===== src/rtl/branch_pkg.sv =====
// rtl/branch_pkg.sv - opcode/funct3 constants and FSM state type for branch resolution
package branch_pkg;

  localparam logic [6:0] OP_BRANCH = 7'b1100011;
  localparam logic [6:0] OP_JAL    = 7'b1101111;
  localparam logic [6:0] OP_JALR   = 7'b1100111;

  localparam logic [2:0] F3_BEQ  = 3'b000;
  localparam logic [2:0] F3_BNE  = 3'b001;
  localparam logic [2:0] F3_BLT  = 3'b100;
  localparam logic [2:0] F3_BGE  = 3'b101;
  localparam logic [2:0] F3_BLTU = 3'b110;
  localparam logic [2:0] F3_BGEU = 3'b111;

  typedef enum logic [1:0] {
    IDLE     = 2'd0,
    REDIRECT = 2'd1,
    FLUSH    = 2'd2
  } state_e;

endpackage


===== src/rtl/branch_decode.sv =====
// rtl/branch_decode.sv - combinational control-transfer decode and taken decision
module branch_decode
  import branch_pkg::*;
#(
  parameter int DWIDTH = 32
) (
  input  logic [DWIDTH-1:0] instruction_ex,
  input  logic              Br_eq,
  input  logic              Br_lt,
  output logic              is_ctrl,
  output logic              is_jalr,
  output logic              taken,
  output logic              Br_un
);

  logic [6:0] opcode;
  logic [2:0] funct3;
  logic       unused_bits;

  assign opcode      = instruction_ex[6:0];
  assign funct3      = instruction_ex[14:12];
  assign unused_bits = ^{instruction_ex[DWIDTH-1:15], instruction_ex[11:7]};

  always_comb begin
    is_ctrl = 1'b0;
    is_jalr = 1'b0;
    taken   = 1'b0;
    Br_un   = 1'b0;
    case (opcode)
      OP_BRANCH: begin
        // Signedness of Br_lt is chosen here, so BLT/BLTU share one decision
        Br_un = (funct3 == F3_BLTU) || (funct3 == F3_BGEU);
        case (funct3)
          F3_BEQ:           begin is_ctrl = 1'b1; taken = Br_eq;  end
          F3_BNE:           begin is_ctrl = 1'b1; taken = !Br_eq; end
          F3_BLT, F3_BLTU:  begin is_ctrl = 1'b1; taken = Br_lt;  end
          F3_BGE, F3_BGEU:  begin is_ctrl = 1'b1; taken = !Br_lt; end
          default: ;
        endcase
      end
      OP_JAL: begin
        is_ctrl = 1'b1;
        taken   = 1'b1;
      end
      OP_JALR: begin
        is_ctrl = 1'b1;
        is_jalr = 1'b1;
        taken   = 1'b1;
      end
      default: ;
    endcase
  end

endmodule


===== src/rtl/branch_resolve_ctrl.sv =====
// rtl/branch_resolve_ctrl.sv - redirect/flush sequencer with saturating branch counters
module branch_resolve_ctrl
  import branch_pkg::*;
#(
  parameter int DWIDTH       = 32,
  parameter int FLUSH_CYCLES = 2,
  parameter int CNT_WIDTH    = 16
) (
  input  logic                 clk,
  input  logic                 rst,
  input  logic                 ex_valid,
  input  logic                 stall,
  input  logic [DWIDTH-1:0]    instruction_ex,
  input  logic [DWIDTH-1:0]    target_ex,
  input  logic                 Br_eq,
  input  logic                 Br_lt,
  output logic                 Br_un,
  output logic                 redirect_valid,
  output logic [DWIDTH-1:0]    redirect_pc,
  output logic                 flush_if,
  output logic                 flush_id,
  output logic                 busy,
  output logic [CNT_WIDTH-1:0] branch_cnt,
  output logic [CNT_WIDTH-1:0] taken_cnt
);

  localparam int FC_W = (FLUSH_CYCLES > 1) ? $clog2(FLUSH_CYCLES + 1) : 1;
  localparam logic [FC_W-1:0] FC_INIT = FC_W'((FLUSH_CYCLES > 1) ? FLUSH_CYCLES - 2 : 0);

  state_e                state_q, state_d;
  logic [FC_W-1:0]       cnt_q, cnt_d;
  logic [DWIDTH-1:0]     redirect_pc_q, redirect_pc_d;
  logic [CNT_WIDTH-1:0]  branch_cnt_q, branch_cnt_d;
  logic [CNT_WIDTH-1:0]  taken_cnt_q, taken_cnt_d;

  logic is_ctrl, is_jalr, taken, accept;

  branch_decode #(.DWIDTH(DWIDTH)) u_decode (
    .instruction_ex (instruction_ex),
    .Br_eq          (Br_eq),
    .Br_lt          (Br_lt),
    .is_ctrl        (is_ctrl),
    .is_jalr        (is_jalr),
    .taken          (taken),
    .Br_un          (Br_un)
  );

  // Wrong-path instructions arriving during REDIRECT/FLUSH are never accepted
  assign accept = ex_valid && !stall && (state_q == IDLE);

  always_ff @(posedge clk) begin
    if (rst) begin
      state_q       <= IDLE;
      cnt_q         <= '0;
      redirect_pc_q <= '0;
      branch_cnt_q  <= '0;
      taken_cnt_q   <= '0;
    end else begin
      state_q       <= state_d;
      cnt_q         <= cnt_d;
      redirect_pc_q <= redirect_pc_d;
      branch_cnt_q  <= branch_cnt_d;
      taken_cnt_q   <= taken_cnt_d;
    end
  end

  always_comb begin
    state_d       = state_q;
    cnt_d         = cnt_q;
    redirect_pc_d = redirect_pc_q;
    branch_cnt_d  = branch_cnt_q;
    taken_cnt_d   = taken_cnt_q;
    case (state_q)
      IDLE: begin
        if (accept && taken) begin
          state_d       = REDIRECT;
          redirect_pc_d = target_ex;
          if (is_jalr) redirect_pc_d[0] = 1'b0;
        end
      end
      REDIRECT: begin
        if (FLUSH_CYCLES == 1) begin
          state_d = IDLE;
        end else begin
          state_d = FLUSH;
          cnt_d   = FC_INIT;
        end
      end
      FLUSH: begin
        if (cnt_q == '0) state_d = IDLE;
        else             cnt_d   = cnt_q - 1'b1;
      end
      default: state_d = IDLE;
    endcase
    if (accept && is_ctrl && (branch_cnt_q != '1)) branch_cnt_d = branch_cnt_q + 1'b1;
    if (accept && taken && (taken_cnt_q != '1))    taken_cnt_d  = taken_cnt_q + 1'b1;
  end

  always_comb begin
    redirect_valid = (state_q == REDIRECT);
    flush_if       = (state_q != IDLE);
    flush_id       = (state_q != IDLE);
    busy           = (state_q != IDLE);
  end

  assign redirect_pc = redirect_pc_q;
  assign branch_cnt  = branch_cnt_q;
  assign taken_cnt   = taken_cnt_q;

endmodule


===== config.mk =====
export PLATFORM = sky130hd
export DESIGN_NAME = branch_resolve_ctrl
export DESIGN_NICKNAME = d
export VERILOG_FILES = /design/src/rtl/branch_pkg.sv /design/src/rtl/branch_decode.sv /design/src/rtl/branch_resolve_ctrl.sv
export SDC_FILE = /design/constraint.sdc
export NUM_CORES = 1
export LEC_CHECK = 0
export CAP_MARGIN = 20
export CORE_MARGIN = 10
export CORE_UTILIZATION = 42
export CTS_CLUSTER_DIAMETER = 60
export DETAILED_ROUTE_END_ITERATION = 16
export GPL_ROUTABILITY_DRIVEN = 0
export PLACE_DENSITY = 0.86
export SYNTH_ARGS = -nofsm -noshare
export SYNTH_HDL_FRONTEND = slang
export SYNTH_HIERARCHICAL = 1
export SYNTH_SLANG_ARGS = --single-unit

===== constraint.sdc =====
create_clock -name clk -period 2.9 [get_ports clk]
set_input_delay 0.58 -clock clk [delete_from_list [all_inputs] [get_ports clk]]
set_output_delay 0.58 -clock clk [all_outputs]
set_load 0.01 [all_outputs]

==> results.md <==
- Crit-path slowest cell: clkdlybuf4s50_1
- CTS tree: done
- Post-CTS setup buffer count: 0
- Fmax: 0.363 GHz
- Total Routing Usage GR: 15.8%
- Antenna cells: 0
- Power Density: 370 nW/µm²
- CTS Buf Count: 9
- Placed insts: 587
- # H-tree levels: 3
- Core area: 7290 µm²
- Pre-antenna DRT Iters: 4
- Port-buffer cells: 116
- Reg clk slew, reported paths: 0.07 ns
- Top cell by count, worst path: clkdlybuf4s50_1
- Post-Syn Nets: 454
- Status: finished, final reports clean
- Setup tns final: 0 ns
- Max cap viols: 0
- Initial antenna violation count: 0
- Site Rows: 31
- Seq cells post-synth: 68
- CP Data Required Time: 2.32 ns
- CTS Root Cell: clkbuf_8
- Drt drc: 0
- Routed via count: 3262
- Seq/Total Area, Yosys: 42.9%
- IO Count: 139
- Crit. End Element: output pin
- RSZ-0062 raised after global routing: no
- Worst Skew: 0.0122 ns
- Layout cells sized above 1: 8.75%
- Avg Vias per Cell: 5.42
- Synth top area cells: dfxtp_1, nand2_1, a21oi_1
- Number of routed nets with antenna violations: 0
- Max Slew Vio Count: 0
- Largest net degree at the start of global routing: 49
- First-pass GRT wire length: 15100 µm
- Die span in x: 107 µm
- Final hold vios: 0
- Final net count: 572
- Die area: 11400 µm²
- VDD IR max: 0.000280 V
- Clk buf depth: 2
- Startpoint types: input pin
- Vias in the first global route: 3089
- Initial core utilization: 43.5%
- Slew margin rel.: 54.6%
- Critical path fanouts, max: 4
- CP max stage delay: 0.59 ns
- Cell variety after synth: 48
- Grt total ovfl: 0
- HPWL Detailed: 6920 µm
- Mapped Area: 3170 µm²
- Yosys top cell area share: 42.9%
- Area Growth Syn to Fin: 45.1%
- Skew-Pair Late Insertion Delay: 0.34 ns
- Tmin final: 2.75 ns
- WS Path Type: in2out
- Final WL: 9370 µm
- Clock Sinks: 68
- Number of setup violations in the final report: 0
- Iter 0 DRT Violations: 141
- CTS Hold Buffers Added: 0
- Resized cells post-CTS: 0
- Slew @ Worst Pin: 0.675 ns
- Synth area leader: dfxtp_1
- Cells after Synth: 381
- Critical Path AT: 2.17 ns
- Fin cells: 602
- Synth Warn #: 6
- Fin crit share: 95.0%
- Die Ht: 107 µm
- Leak Pwr: 1.53 nW
- Worst hold-check path type: reg2reg
- Routed wire length per instance: 15.6 µm
- CP cell instances: clkdlybuf4s50_1, nor2b_1, nand2_1, nor4_1, clkdlybuf4s50_1
- Synth Area per Inst: 8.32 µm²
power by group:
part	switching [mW]	internal, mW
Combinational	0.0430	0.0716
Sequential	0.00124	0.935
Clock	0.347	0.303
Total	0.391	1.31
worst paths after layout:
| kind | start | endpoint | slack, ns | cells after the start |
|---|---|---|---|---|
| setup reg to reg | state_q[1]$_SDFFE_PP0P_ | branch_cnt[15]$_SDFFE_PP0P_ | 0.83 | 5 |
| hold reg to reg | redirect_pc[9]$_SDFFE_PP0P_ | redirect_pc[9]$_SDFFE_PP0P_ | 0.45 | 2 |
| setup / recovery | instruction_ex[5] | Br_un | 0.15 | 5 |
| hold / removal | redirect_pc[9]$_SDFFE_PP0P_ | redirect_pc[9]$_SDFFE_PP0P_ | 0.45 | 2 |
worst max-delay path: cells and delay by family:
family	cells	cell delay (ns)
buffers and inverters	2	1.04
AND/OR/NAND/NOR	3	0.55
stage by stage:
stage | setup slack, ns | hold slack [ns] | area (µm²) | power, mW | utilization [%]
floorplan | 0.500 | 0.476 | 3170 | 0.993 | -
global placement | 0.0833 | 0.441 | 4450 | 1.07 | 61.0
detailed placement | 0.0150 | 0.448 | 4450 | 1.07 | 61.0
CTS | 0.128 | 0.455 | 4600 | 1.72 | 63.1
global route | 0.0410 | 0.470 | 4600 | 1.77 | 63.1
finish | 0.146 | 0.454 | 4600 | 1.70 | 63.1
registers in the layout, indices dropped and copies added (netlist names):
| register | count |
|---|---|
| redirect_pc | 32 |
| cnt_q | 2 |
| branch_cnt | 16 |
| state_q | 2 |
| taken_cnt | 16 |
cells in the final DEF, fill, tap and decap left out, types with 3 or more instances in the layout:
master	netlist	routed
nor4_1	3	3
nor4_2	3	3
buf_4	2	11
clkinv_2	0	3
inv_1	10	10
o31ai_1	15	15
nor3_1	4	4
mux2_2	4	4
nor2_1	17	17
o41ai_1	3	3
clkbuf_8	0	9
or3_1	4	4
clkdlybuf4s50_1	0	115
ha_1	3	3
nand3_1	9	9
mux2i_1	3	3
clkbuf_1	13	3
a211oi_1	3	3
nor2b_1	6	6
nand4_1	11	11
and4_1	6	6
dfxtp_1	68	68
or4_1	15	15
a21oi_1	54	54
or2_2	3	3
and3_1	4	4
nand2_1	79	79
o21ai_0	5	5
cell usage after synthesis (all sizes together):
master / instances
a211oi: 3
a21o: 1
a21oi: 54
a2bb2oi: 1
a311oi: 1
a31oi: 1
a41o: 1
a41oi: 1
and2: 2
and3: 4
and4: 6
buf: 8
clkbuf: 13
dfxtp: 68
ha: 3
inv: 10
mux2: 4
mux2i: 3
nand2: 80
nand2b: 2
nand3: 10
nand3b: 2
nand4: 15
nor2: 17
nor2b: 6
nor3: 4
nor3b: 2
nor4: 6
nor4b: 1
o21a: 1
o21ai: 6
o311a: 2
o311ai: 2
o31ai: 16
o41ai: 3
or2: 3
or3: 4
or4: 15
cells by family (layout without fill, tap and decap cells):
group	after synthesis	in the layout	share of synthesized area (%)
simple gates	179	179	31.1
buf+inv	31	153	4.46
compound gates	93	93	18.0
flops	68	68	42.9
fa+ha+maj	3	3	1.18
mux	7	7	2.37
routing by layer:
layer | vias up | share of wire, % | global-route usage, %
met4 | 0 | 1.3 | 5.13
met2 | 112 | 47 | 25.9
met1 | 1512 | 42 | 18.0
li1 | 1627 | - | -
met3 | 11 | 9.3 | 7.13
met5 | - | 0 | 0
cell type report:
cell class / instances / area (µm²)
Fill cell: 636 / 2690
Multi-Input combinational cell: 282 / 1670
Sequential cell: 68 / 1360
Timing Repair Buffer: 128 / 1260
Clock buffer: 12 / 135
Tap cell: 99 / 124
Inverter: 10 / 37.5
Clock inverter: 3 / 15.0
Power figures use the tool's default switching activity.
